### src/rtl/fetch_realign_queue.sv
// Splits aligned 32-bit fetch words into 16/32-bit instructions, stitches straddlers, queues them for decode.
// Latency: an entry pushed in cycle N is visible at the head in N+1; fetch is stalled when fewer than two slots are free.
module fetch_realign_queue #(
    parameter int unsigned DEPTH = 4,
    parameter int unsigned VLEN  = 64
) (
    input  logic                       clk_i,
    input  logic                       rst_i,
    input  logic                       flush_i,
    input  logic                       fetch_valid_i,
    output logic                       fetch_ready_o,
    input  logic [VLEN-1:0]            fetch_addr_i,
    input  logic [31:0]                fetch_data_i,
    input  logic                       fetch_ex_i,
    output logic                       fetch_entry_valid_o,
    input  logic                       fetch_entry_ready_i,
    output logic [31:0]                fetch_entry_instr_o,
    output logic [VLEN-1:0]            fetch_entry_addr_o,
    output logic                       fetch_entry_ex_o,
    output logic [$clog2(DEPTH+1)-1:0] count_o
);
    localparam int unsigned CW = $clog2(DEPTH + 1);
    localparam int unsigned PW = (DEPTH > 1) ? $clog2(DEPTH) : 1;

    logic [31:0]     instr_q [DEPTH];
    logic [VLEN-1:0] addr_q  [DEPTH];
    logic            ex_q    [DEPTH];
    logic [PW-1:0]   wr_ptr_q, rd_ptr_q;
    logic [CW-1:0]   count_q;

    logic            pend_vld_q, pend_vld_n;
    logic [15:0]     pend_dat_q, pend_dat_n;
    logic [VLEN-1:0] pend_addr_q, pend_addr_n;

    logic            push, pop, use_hw1;
    logic [1:0]      n_emit;
    logic [31:0]     e_instr [2];
    logic [VLEN-1:0] e_addr  [2];
    logic            e_ex    [2];
    logic [VLEN-1:0] hw1_addr;

    function automatic logic [PW-1:0] ptr_inc(input logic [PW-1:0] p);
        return (p == PW'(DEPTH - 1)) ? '0 : p + PW'(1);
    endfunction

    assign fetch_ready_o       = !flush_i && (count_q <= CW'(DEPTH - 2));
    assign fetch_entry_valid_o = (count_q != '0);
    assign fetch_entry_instr_o = instr_q[rd_ptr_q];
    assign fetch_entry_addr_o  = addr_q[rd_ptr_q];
    assign fetch_entry_ex_o    = ex_q[rd_ptr_q];
    assign count_o             = count_q;

    assign push     = fetch_valid_i && fetch_ready_o;
    assign pop      = fetch_entry_valid_o && fetch_entry_ready_i;
    assign hw1_addr = {fetch_addr_i[VLEN-1:2], 2'b10};

    // Realignment: up to two entries per fetch word, in program order.
    always_comb begin
        n_emit      = 2'd0;
        use_hw1     = 1'b0;
        pend_vld_n  = pend_vld_q;
        pend_dat_n  = pend_dat_q;
        pend_addr_n = pend_addr_q;
        for (int i = 0; i < 2; i++) begin
            e_instr[i] = '0;
            e_addr[i]  = '0;
            e_ex[i]    = 1'b0;
        end

        if (fetch_ex_i) begin
            e_ex[0]    = 1'b1;
            e_addr[0]  = pend_vld_q ? pend_addr_q : fetch_addr_i;
            n_emit     = 2'd1;
            pend_vld_n = 1'b0;
        end else begin
            if (pend_vld_q) begin
                e_instr[0] = {fetch_data_i[15:0], pend_dat_q};
                e_addr[0]  = pend_addr_q;
                n_emit     = 2'd1;
                pend_vld_n = 1'b0;
                use_hw1    = 1'b1;
            end else if (!fetch_addr_i[1]) begin
                e_addr[0] = fetch_addr_i;
                n_emit    = 2'd1;
                if (fetch_data_i[1:0] != 2'b11) begin
                    e_instr[0] = {16'b0, fetch_data_i[15:0]};
                    use_hw1    = 1'b1;
                end else begin
                    e_instr[0] = fetch_data_i;
                end
            end else begin
                use_hw1 = 1'b1;
            end

            if (use_hw1) begin
                if (fetch_data_i[17:16] != 2'b11) begin
                    e_instr[n_emit[0]] = {16'b0, fetch_data_i[31:16]};
                    e_addr[n_emit[0]]  = hw1_addr;
                    n_emit             = n_emit + 2'd1;
                end else begin
                    pend_vld_n  = 1'b1;
                    pend_dat_n  = fetch_data_i[31:16];
                    pend_addr_n = hw1_addr;
                end
            end
        end
    end

    always_ff @(posedge clk_i) begin
        if (rst_i) begin
            wr_ptr_q    <= '0;
            rd_ptr_q    <= '0;
            count_q     <= '0;
            pend_vld_q  <= 1'b0;
            pend_dat_q  <= '0;
            pend_addr_q <= '0;
            for (int i = 0; i < DEPTH; i++) begin
                instr_q[i] <= '0;
                addr_q[i]  <= '0;
                ex_q[i]    <= 1'b0;
            end
        end else if (flush_i) begin
            wr_ptr_q   <= '0;
            rd_ptr_q   <= '0;
            count_q    <= '0;
            pend_vld_q <= 1'b0;
        end else begin
            if (push) begin
                if (n_emit != 2'd0) begin
                    instr_q[wr_ptr_q] <= e_instr[0];
                    addr_q[wr_ptr_q]  <= e_addr[0];
                    ex_q[wr_ptr_q]    <= e_ex[0];
                end
                if (n_emit == 2'd2) begin
                    instr_q[ptr_inc(wr_ptr_q)] <= e_instr[1];
                    addr_q[ptr_inc(wr_ptr_q)]  <= e_addr[1];
                    ex_q[ptr_inc(wr_ptr_q)]    <= e_ex[1];
                end
                case (n_emit)
                    2'd1:    wr_ptr_q <= ptr_inc(wr_ptr_q);
                    2'd2:    wr_ptr_q <= ptr_inc(ptr_inc(wr_ptr_q));
                    default: wr_ptr_q <= wr_ptr_q;
                endcase
                pend_vld_q  <= pend_vld_n;
                pend_dat_q  <= pend_dat_n;
                pend_addr_q <= pend_addr_n;
            end
            if (pop) begin
                rd_ptr_q <= ptr_inc(rd_ptr_q);
            end
            count_q <= count_q + (push ? CW'(n_emit) : CW'(0)) - CW'(pop);
        end
    end

    always_ff @(posedge clk_i) begin
        if (!rst_i) begin
            assert (count_q <= CW'(DEPTH));
        end
    end

endmodule

### config.mk
export PLATFORM = sky130hd
export DESIGN_NAME = fetch_realign_queue
export DESIGN_NICKNAME = d
export VERILOG_FILES = /design/src/rtl/fetch_realign_queue.sv
export SDC_FILE = /design/constraint.sdc
export NUM_CORES = 1
export LEC_CHECK = 0
export BUFFER_PORTS_ARGS = -buffer_cell sky130_fd_sc_hd__buf_2
export CORE_UTILIZATION = 30
export DETAILED_ROUTE_END_ITERATION = 8
export GPL_TIMING_DRIVEN = 0
export HOLD_SLACK_MARGIN = 0.15
export PLACE_DENSITY = 0.48
export REMOVE_ABC_BUFFERS = 1
export SYNTH_ARGS = -nofsm -noshare
export SYNTH_HDL_FRONTEND = slang
export SYNTH_SLANG_ARGS = --single-unit
### constraint.sdc
create_clock -name clk_i -period 7 [get_ports clk_i]
set_input_delay 1.05 -clock clk_i [delete_from_list [all_inputs] [get_ports clk_i]]
set_output_delay 1.05 -clock clk_i [all_outputs]
set_load 0.01 [all_outputs]
### Yosys cells after proc, flatten, opt, wreduce, memory -nomap -nowiden

Memory sizes are Yosys's and may differ from the RTL's. A register that Yosys moved wholly into a read port is not among the register bits.
Index checks and enable logic that the tools add are counted.

* register bits after elaboration: 87
* input bits: 102
* memories: 3
* output and inout bits: 102
* memory bits (writable): 388
* word-level logic and storage cells: 122

Memories
* addr_q: words 4, bits a word 64, rd ports 1, clocked after Yosys merged registers in 1, write ports 4, RTL line 26 `logic [VLEN-1:0] addr_q [DEPTH];`
* instr_q: words 4, bits a word 32, rd ports 1, clocked after Yosys merged registers in 1, write ports 4, RTL line 25 `logic [31:0] instr_q [DEPTH];`
* ex_q: words 4, bits a word 1, rd ports 1, clocked after Yosys merged registers in 1, write ports 4, RTL line 27 `logic ex_q [DEPTH];`

* eq/ne operators: 7
* $add $sub $neg: 6
* magnitude comparators: 3
* multiplexer cells: 76
* reduce and logical (&&, ||, !) cells: 17
* bitwise gates (word level): 4

Operators with widths (number)
* $mux 64: 12
* $mux 128: 2
* $mux 32: 7
* $bwmux 128: 1
* $reduce_or 64->1: 2
* $bwmux 64: 1
* $demux 64 s1: 1
* $reduce_or 32->1: 2
* $mux 2: 20
* $demux 32 s1: 1
* $mux 1: 30
* $add 2x1->2 const B: 4
* $eq 2x2->1 const B: 4
* $reduce_and 5->1: 1
* $logic_and 1x1->1: 4
* $ne 2x2->1 const B: 2
* $pmux 2 s2: 1
* $reduce_bool 2->1: 2
* $add 3x2->3: 1
* $le 3x2->1 const B: 1
* $not 1->1: 3
* $reduce_bool 3->1: 1
* $sub 3x1->3: 1
* $eq 2x1->1 const B: 1
* 7 further kinds: 8

### Logic depth before layout (Yosys ltp)

Gate-level depths: netlist of run 1.

* depth after elaboration: 15
* mapped depth: 14
* mapped depth without buffers: 11

### Worst setup path before layout of run 1

No wires, ideal clock.

* kind: in2reg
* start point: input port fetch_addr_i[1]
* end point: memory addr_q[1][0] (enable)
* cell stages on the path: 12
* data arrival time: 5.269 ns
* required time: 5.865 ns
* setup time: 1.135 ns
* path buffers: 3
* setup slack: 0.596 ns
* cell sequence: nor2b_1 clkbuf_1 clkbuf_1 inv_1 ha_1 nand2_1 inv_1 ha_1 and3b_1 nand2_1 clkbuf_1 nand3b_1

RTL lines
* start, declared: RTL line 12 `input logic [VLEN-1:0] fetch_addr_i,`
* end, declared: RTL line 26

==> metrics.md, run 1 <==
| Metric | Value |
|---|---|
| Post-route insts no fill | roughly 3000 |
| Peak supply drop | approximately 0.18 mV |
| H-Tree Depth | 2 |
| Total GRT Usage | about 20% |
| Routed Antenna Nets | 0 |
| Synth area leaders | edfxtp_1 51%, mux4_2 9.7%, dfxtp_1 8.3% |
| Leakage | just under 9 nW |
| Fin util | approximately 37% |
| CTS tree | built |
| DR iter-0 viols | ~1300 |
| Via count | between 15000 and 20000 |
| Maxcap violations | 0 |
| Via/cell ratio | around 5.6 |
| Mapped Area | roughly 0.022 mm2 |
| Final hold vios | 0 |
| Total gr overflow | 0 |
| Slew Viols, Final | 0 |
| Main synth FF type | edfxtp_1 |
| WP data arrival | approximately 5800 ps |
| Post-synth EDFFs | roughly 380 |
| Starting Density | ~30% |
| Slew margin rel. | approximately a third |
| Sequential-to-total area share from yosys stat | between 50% and 60% |
| Most instantiated library cell after synthesis | edfxtp_1 |
| Initial antenna violation count | 11 |
| First-pass GRT wire length | around 110000 um |
| Die Wd | roughly 280 um |
| Synth unique cells | 56 |
| Asr flop ratio synth | 0% |
| Hold-fix buffers, CTS | 0 |
| Post-Synthesis Cells | roughly 1800 |
| Post-synthesis average cell area | about 12 um2 |
| Worst min path class | reg2reg |
| Clk slew on worst S/H paths | approximately 60 ps |
| Overall Power | about 6.5 mW |
| TritonRoute pass-1 iters | 5 |
| Power density over the cells | ~240 mW/mm2 |
| Share of post-route cells with drive strength above 1 | roughly 27% |
| Final worst slack | roughly 1500 ps |
| IO Pins | roughly 200 |
| Pre-CTS WS | approximately 840 ps |
| DIE HEIGHT | between 200 and 300 um |
| P&R area growth vs syn | 20.8% |
| Nets | 2104 |
| Root Buffer | clkbuf_16 |
| Area leader, netlist | edfxtp_1 |
| Setup_tns | 0 ps |
| Synth warnings | 0 |
| Clk buf depth | 3 |
| Post_cts resized | 0 |
| CP Class | in2reg |
| Yosys top cell area share | 51.3% |
| Final wirelength | 75800 um |
| CP Launch Type | primary input |
| Detailed Place HPWL | about 46000 um |
| Clock sink total | around 480 |
| Yosys reg bits | between 400 and 500 |
| I/O Buffers | between 200 and 250 |
| Setup bufs post-CTS | 0 |
| Largest net degree at the start of global routing | between 50 and 60 |
| CTS Buf Count | 53 |
| Slew @ Worst Pin | approximately 1000 ps |
| Tcrit/Tclk final | about four fifths |
| GP Congestion | about 0.76 |
| Crit end category | flip-flop |
| DR WL/cell | 25.2 um |
| Outcome | finished clean |
| Commonest cells in the netlist | 384 x edfxtp_1, 247 x nand2_1, 237 x o22ai_1, 158 x nand3_1, 120 x clkbuf_1 |
| Worst skew pair latency | 610 ps |
| Worst Path Max Fanout | 50 |
| Clock Skews | roughly 12 ps |
| Worst EP required | roughly 7300 ps |
| Peak Freq | between 150 and 200 MHz |
| Die Area | 0.0760 mm2 |
| DRC Markers | 0 |
| RSZ-0062 raised after global routing | false |
| Row cnt | 100 |
| Dpl cells | between 2000 and 3000 |
| Core ar. | 0.0743 mm2 |
| Fin crit period | approximately 5500 ps |
| # setup viols final | 0 |
| Vias in the first global route | ~17000 |
-- critical path, cell delays in order --
cell	delay [ps]
buf_2	210
nand2_1	640
ha_1	560
nor3_1	300
ha_1	370
and3b_1	300
nand2_4	360
buf_16	370
nand3b_1	590
buf_8	270
buf_8	210
buf_16	180
buf_8	170
buf_8	190
-- where the power goes --
| group | switching (mW) | internal [mW] | leakage (nW) | total (mW) |
|---|---|---|---|---|
| registers | 0.0346 | 3.16 | 4.73 | 3.20 |
| clock network | 1.19 | 1.54 | 0.813 | 2.74 |
| logic | 0.344 | 0.210 | 3.37 | 0.554 |
| total | 1.57 | 4.92 | 8.92 | 6.49 |
-- per-layer routing --
metal	vias up	GRT usage (%)	share of wire (%)
met3	150	3.80	6.8
met4	14	6.10	2.4
met1	8461	24.9	41
met5	-	0	0.12
met2	716	33.9	50
li1	7444	-	-
-- cell usage in the layout, fill, tap and decap left out, drive strengths merged, types with 2 or more instances in the layout --
cell / netlist / final
edfxtp: 384 / 384
buf: 56 / 277
nand2: 247 / 247
o22ai: 237 / 237
nand3: 158 / 158
mux4: 97 / 97
dfxtp: 93 / 93
a21oi: 88 / 88
o21ai: 81 / 81
nor2: 79 / 79
clkbuf: 120 / 70
mux2: 62 / 62
a22oi: 28 / 28
clkinv: 0 / 21
inv: 17 / 18
a21o: 14 / 14
ha: 11 / 11
nor3: 7 / 7
clkinvlp: 0 / 6
nor2b: 5 / 5
or3: 5 / 5
nand2b: 5 / 5
diode: 0 / 4
a211o: 3 / 3
nand3b: 3 / 3
or4: 3 / 3
a311oi: 3 / 3
nand4b: 3 / 3
nor4: 3 / 3
and3b: 2 / 2
mux2i: 2 / 2
or2: 2 / 2
xor2: 2 / 2
bufinv: 0 / 2
-- flip-flops by register name (all words and copies together) (netlist names), named ones only --
signal,count
pend_dat_q,16
rd_ptr_q,2
count_o,3
pend_addr_q,63
ex_q,4
instr_q,128
pend_vld_q,1
wr_ptr_q,2
addr_q,256
-- final timing paths --
check                                       from         endpoint  slack, ps  depth (start not counted)
worst min register to register   pend_addr_q[63]  pend_addr_q[63]        450                          2
worst max-delay path            fetch_data_i[16]    addr_q[1][32]       1480                         14
worst min-delay path             pend_addr_q[63]  pend_addr_q[63]        450                          2
worst max register to register        pend_vld_q    addr_q[1][32]       1780                         14
-- cell type report --
| cell class | instances | area, um2 |
|---|---|---|
| inverters | 17 | 63.8 |
| repair buffers | 277 | 2410 |
| clock inverters | 30 | 210 |
| diodes | 4 | 10.0 |
| multi-input cells | 1164 | 8370 |
| clock buffers | 70 | 1460 |
| flip-flops and latches | 477 | 13400 |
| fillers | 7252 | 47200 |
| well taps | 969 | 1210 |
-- kinds of logic (layout without fill, tap and decap cells) --
family,after synthesis,count (layout),synth area share [%]
AOI/OAI and AO/OA,460,460,12.3
other,0,4,0
xor gates and xnor gates,3,3,0.117
and+or+nand+nor,528,528,10.8
DFF,477,477,59.6
adders and majority gates,12,12,0.701
muxes,161,161,12.9
buffers and inverters,193,394,3.63
-- stage by stage --
stage	hold slack [ps]	instance area, um2
final	450	27100
after global routing	465	27100
after CTS	451	27100
after detailed placement	443	25500
after global placement	438	24000
after floorplan	427	21700
No activity file was read; power rests on OpenSTA's default activity.
==> inputs of run 2 (changes only) <==
- PLACE_DENSITY: 0.48 -> 0.5
- clock period: 7 -> 4.77 ns (I/O delays scaled with it)
==> metrics.md, run 2 (synthesis results as in run 1) <==
| Metric | Value |
|---|---|
| Outcome | finished, violations left (was finished clean) |
| Failing checks | design-rule violations |
| DIE HEIGHT | 276 um (unchanged) |
| Clock Skews | 15.6 ps (was 12.1 ps) |
| Maxcap violations | 0 (unchanged) |
| Routed Antenna Nets | 0 (unchanged) |
| Peak Freq | roughly 220 MHz |
| Worst min path class | in2reg (was reg2reg) |
| Slew margin rel. | 32.2% (was 33.3%) |
| Slew Viols, Final | 0 (unchanged) |
| Via/cell ratio | 5.62 (was 5.58) |
| TritonRoute pass-1 iters | 8 (was 5) |
| Setup_tns | 0 ps (unchanged) |
| Largest regs | addr_q: 256 flops, instr_q: 128 flops, pend_addr_q: 63 flops (unchanged) |
| I/O Buffers | 203 (unchanged) |
| Leakage | 9.03 nW (was 8.92 nW) |
| Die Wd | 276 um (unchanged) |
| Most frequent cells in the layout | 384 x edfxtp_1, 243 x nand2_1, 237 x o22ai_1, 202 x buf_2, 158 x nand3_1 (unchanged) |
| Tcrit/Tclk final | 94.7% |
| Initial antenna violation count | 6 (was 11) |
| Via count | 17000 (was 16800) |
| Crit end category | flip-flop (unchanged) |
| Worst EP required | 5110 ps (was 7300 ps) |
| Die Area | 0.0760 mm2 (unchanged) |
| Share of post-route cells with drive strength above 1 | 27.6% (was 27.2%) |
| Max reg flops | 256 (unchanged) |
| CTS tree | built (unchanged) |
| Slew @ Worst Pin | 1020 ps (was 998 ps) |
| Nets | 2112 (was 2104) |
| Total gr overflow | 0 (unchanged) |
| WP data arrival | 4850 ps (was 5820 ps) |
| CTS Buf Count | 56 (was 53) |
| Hold-fix buffers, CTS | 0 (unchanged) |
| Starting Density | 30.2% (unchanged) |
| H-Tree Depth | 2 (unchanged) |
| # setup viols final | 0 (unchanged) |
| Fin crit period | roughly 4500 ps |
| Most flops, register | addr_q (unchanged) |
| Largest net degree at the start of global routing | 55 (was 54) |
| DR WL/cell | 25.2 um (about the same) |
| RSZ-0062 raised after global routing | false (unchanged) |
| Worst Path Max Fanout | 32 (was 50) |
| P&R area growth vs syn | 21.7% (was 20.8%) |
| DR iter-0 viols | 1559 (was 1286) |
| Final worst slack | 252 ps (was 1480 ps) |
| CP Launch Type | flip-flop (was primary input) |
| Vias in the first global route | 16900 (about the same) |
| GP Congestion | 0.738 (was 0.756) |
| Detailed Place HPWL | 45300 um (was 46100 um) |
| Row cnt | 100 (unchanged) |
| Power density over the cells | 359 mW/mm2 (was 239 mW/mm2) |
| CP Class | reg2reg (was in2reg) |
| Final wirelength | 76100 um (was 75800 um) |
| First-pass GRT wire length | 110000 um (was 111000 um) |
| Core ar. | 0.0743 mm2 (unchanged) |
| Clock sink total | 477 (unchanged) |
| Total GRT Usage | 19.7% (about the same) |
| Final hold vios | 0 (unchanged) |
| Pre-CTS WS | -392 ps (was 837 ps) |
| IO Pins | 204 (unchanged) |
| Commonest non-fill, non-tap cell in the layout | edfxtp_1 (unchanged) |
| Worst skew pair latency | 610 ps (about the same) |
| Clk buf depth | 3 (unchanged) |
| Peak supply drop | 0.239 mV (was 0.182 mV) |
| DRC Markers | 1 (was 0) |
| Clk slew on worst S/H paths | 60 ps (about the same) |
| Root Buffer | clkbuf_16 (unchanged) |
[run 2: routing by layer]
metal,up-vias,global-route usage [%],part of all wire (%)
met2,733,33.6,49
met3,155,3.65,6.9
met1,8608,25.2,41
met4,6,5.77,2.5
li1,7455,-,-
met5,-,0,0.053
[run 2: critical path: stages, from the launching register on]
cell and delay (ps):
dfxtp_4 550, nor2b_2 520, buf_16 220, inv_1 50, ha_1 260, nor3_1 330, ha_1 380, nor2b_1 220
a2111o_2 840, buf_12 320, nand2b_4 430, nor2_1 100
[run 2: area by class of cell]
class / count / area (um2)
fill: 7219 / 47000
inverter: 17 / 63.8
tap: 969 / 1210
clock inverter: 28 / 263
antenna: 2 / 5.00
multi-input combinational: 1164 / 8380
clock buffer: 78 / 1570
timing repair buffer: 282 / 2470
sequential: 477 / 13400
[run 2: stage by stage]
step | hold WS, ps | power (mW) | cell area [um2] | instances | util, %
finish | 373 | 9.81 | 27400 | 3017 | 36.8
global route | 345 | 10.1 | 27400 | 3017 | 36.8
CTS | 331 | 9.92 | 27300 | 3013 | 36.8
detailed placement | 443 | 5.60 | 25500 | 2906 | 34.3
global placement | 438 | 5.58 | 24000 | 2830 | 32.2
floorplan | 427 | 5.19 | 21700 | 1658 | -
[run 2: report_power, final]
group,internal (mW),switching (mW)
logic,0.311,0.505
registers,4.64,0.0509
clock network,2.51,1.79
[run 2: worst paths after layout]
path                   startpoint         endpoint  slack, ps  cells after the start
hold / removal    fetch_addr_i[4]   pend_addr_q[4]        370                      3
setup / recovery       pend_vld_q   instr_q[0][31]        250                     11
hold reg to reg   pend_addr_q[10]  pend_addr_q[10]        450                      2
setup reg to reg       pend_vld_q   instr_q[0][31]        250                     11
[run 2: what timing repair did]
action / 4_1_cts / 5_1_grt
setup endpoints to repair: 14 / 14
pin swaps: 0 / 1
gates resized for setup: 0 / 1
setup buffers: 1 / 2
==> inputs of run 3 (changes only) <==
- CTS_BUF_LIST: default -> sky130_fd_sc_hd__clkbuf_2
==> metrics.md, run 3 (synthesis results as in run 1) <==
| Metric | Value |
|---|---|
| Sw Pwr | 2.42 mW (was 2.35 mW) |
| DR WL/cell | 23.3 um (was 25.2 um) |
| Root Buffer | clkbuf_2 (was clkbuf_16) |
| Hold path start | fetch_addr_i[44] (was fetch_addr_i[4]) |
| Via/cell ratio | 5.43 (was 5.62) |
| Worst Path Max Fanout | 33 (was 32) |
| Worst EP required | 5670 ps (was 5110 ps) |
| Uppermost layer routed | met5 (unchanged) |
| Worst min path class | in2reg (unchanged) |
| IO Pins | 204 (unchanged) |
| Dpl cells | 2906 (unchanged) |
| Peak Freq | 219 MHz (was 221 MHz) |
| Commonest non-fill, non-tap cell in the layout | edfxtp_1 (unchanged) |
| Internal power | 6.44 mW (was 7.46 mW) |
| Tcrit/Tclk final | 95.7% (was 94.7%) |
| Combinational share of power | 10.7% (was 8.3%) |
| Clock sink total | 477 (unchanged) |
| First-pass GRT wire length | 118000 um (was 110000 um) |
| Clk slew on worst S/H paths | 90 ps (was 60 ps) |
| H-Tree Depth | 4 (was 2) |
| CTS Buf Count | 138 (was 56) |
| Worst skew pair latency | 1250 ps (was 610 ps) |
| Die Wd | 276 um (unchanged) |
| Slew margin rel. | 31.1% (was 32.2%) |
| # setup viols final | 0 (unchanged) |
| Total gr overflow | 0 (unchanged) |
| WP data arrival | 5460 ps (was 4850 ps) |
| RR Startpoint | pend_vld_q (unchanged) |
| Via count | 18600 (was 17000) |
| CTS tree | built (unchanged) |
| Failing checks | design-rule violations (unchanged) |
| Largest regs | addr_q: 256 flops, instr_q: 128 flops, pend_addr_q: 63 flops (unchanged) |
| Outcome | finished, violations left (unchanged) |
| Most frequent cells in the layout | 384 x edfxtp_1, 268 x dlygate4sd3_1, 243 x nand2_1, 237 x o22ai_1, 214 x clkbuf_2 (was 384 x edfxtp_1, 243 x nand2_1, 237 x o22ai_1, 202 x buf_2, 158 x nand3_1) |
| Final hold vios | 0 (unchanged) |
| Slew @ Worst Pin | 1030 ps (was 1020 ps) |
| Crit path from | pend_vld_q (unchanged) |
| Power density over the cells | 300 mW/mm2 (was 359 mW/mm2) |
| Slew Viols, Final | 0 (unchanged) |
| DR iter-0 viols | 1583 (was 1559) |
| GP Congestion | 0.738 (unchanged) |
| CP Class | reg2reg (unchanged) |
| Crit end category | flip-flop (unchanged) |
| CP Launch Type | flip-flop (unchanged) |
| Total GRT Usage | 21.0% (was 19.7%) |
| Row cnt | 100 (unchanged) |
| Initial antenna violation count | 2 (was 6) |
| Max reg flops | 256 (unchanged) |
| Net Sw Frac | 27.3% (was 23.9%) |
| Largest net degree at the start of global routing | 55 (unchanged) |
| Clock Skews | 125 ps (was 15.6 ps) |
| Fin crit period | 4560 ps (was 4520 ps) |
| Routed Antenna Nets | 0 (unchanged) |
| Most flops, register | addr_q (unchanged) |
| Clk buf depth | 3 (unchanged) |
| Share of post-route cells with drive strength above 1 | 28.6% (was 27.6%) |
| Detailed Place HPWL | 45300 um (unchanged) |
| Leakage | 10.4 nW (was 9.03 nW) |
| Setup_tns | 0 ps (unchanged) |
| Die Area | 0.0760 mm2 (unchanged) |
| Routed wl met2 | 39300 um (was 37600 um) |
| DRC Markers | 1 (unchanged) |
| Clk pwr share | 36.4% (was 43.8%) |
| TritonRoute pass-1 iters | 9 (was 8) |
| Vias in the first global route | 19300 (was 16900) |
| DIE HEIGHT | 276 um (unchanged) |
| Peak supply drop | 0.156 mV (was 0.239 mV) |
| Core ar. | 0.0743 mm2 (unchanged) |
| Starting Density | 30.2% (unchanged) |
| Maxcap violations | 0 (unchanged) |
| Met1 WL | 32000 um (was 31300 um) |
| I/O Buffers | 203 (unchanged) |
| Fill cell count | 7214 (was 7219) |
| Post-route insts no fill | 3425 (was 3017) |
| Nets | 2462 (was 2112) |
| Reg power frac | 52.9% (was 47.8%) |
| Final wirelength | 79700 um (was 76100 um) |
| RSZ-0062 raised after global routing | false (unchanged) |
| Metal3 WL | 6180 um (was 5270 um) |
| P&R area growth vs syn | 31.3% (was 21.7%) |
==> run 3: cell count changes in the layout (fill, tap and decap cells not counted), sizes merged <==
| cell | change |
|---|---|
| clkinvlp | -2 |
| diode | -1 |
| clkbuf | +136 |
| dlygate4sd3 | +268 |
| clkinv | +10 |
| inv | -3 |
==> run 3: worst paths after layout <==
path / to / slack, ps / depth (start not counted)
worst max-delay path: addr_q[1][11] / 210 / 13
worst min-delay path: addr_q[3][44] / 370 / 4
worst max register to register: addr_q[1][11] / 210 / 13
worst min register to register: pend_dat_q[0] / 460 / 2
==> run 3: metrics by stage <==
step	hold WS, ps	instance area [um2]	power [mW]	util, %	setup WS, ps
global placement	438	24000	5.58	32.2	-19180
detailed placement	443	25500	5.60	34.3	-392
finish	369	29500	8.86	39.7	206
CTS	152	29500	8.99	39.7	57.4
global route	204	29500	9.27	39.7	74.0
floorplan	427	21700	5.19	-	-6450
==> run 3: area by class of cell <==
class | count | area (um2) | area share, %
Inverter | 17 | 63.8 | 0.216
Tap cell | 969 | 1210 | 4.11
Timing Repair Buffer | 550 | 5150 | 17.5
Sequential cell | 477 | 13400 | 45.4
Multi-Input combinational cell | 1164 | 8380 | 28.4
Clock buffer | 214 | 1070 | 3.63
Clock inverter | 33 | 234 | 0.793
Antenna cell | 1 | 2.50 | 0.00848
==> run 3: power groups by stage <==
stage | Clock, mW | Sequential, mW | Combinational, mW
after floorplan | 0 | 4.79 | 0.395
after global placement | 0 | 4.84 | 0.747
after detailed placement | 0 | 4.78 | 0.821
after CTS | 3.35 | 4.69 | 0.954
after global routing | 3.55 | 4.70 | 1.02
final | 3.22 | 4.68 | 0.952
==> run 3: critical path, stage by stage, from the launching register on <==
cell	delay [ps]
dfxtp_4	550
nor2b_2	520
buf_16	220
inv_1	50
ha_1	260
nor3_1	310
ha_1	380
and3b_1	300
nand2_4	360
nand3b_1	470
buf_8	240
buf_16	170
buf_16	160
buf_8	180
==> run 3: what timing repair did <==
item                       4_1_cts  5_1_grt
setup buffers                    1        2
setup endpoints to repair       13       14
hold buffers                   268        0
hold endpoints to repair       477        0
pin swaps                        0        1
resized for setup                0        1
==> run 3: routing by layer <==
metal | track usage, % | vias to the layer above
li1 | - | 8250
met1 | 25.6 | 9259
met2 | 35.5 | 904
met3 | 4.92 | 193
met4 | 8.70 | 2
met5 | 0 | -
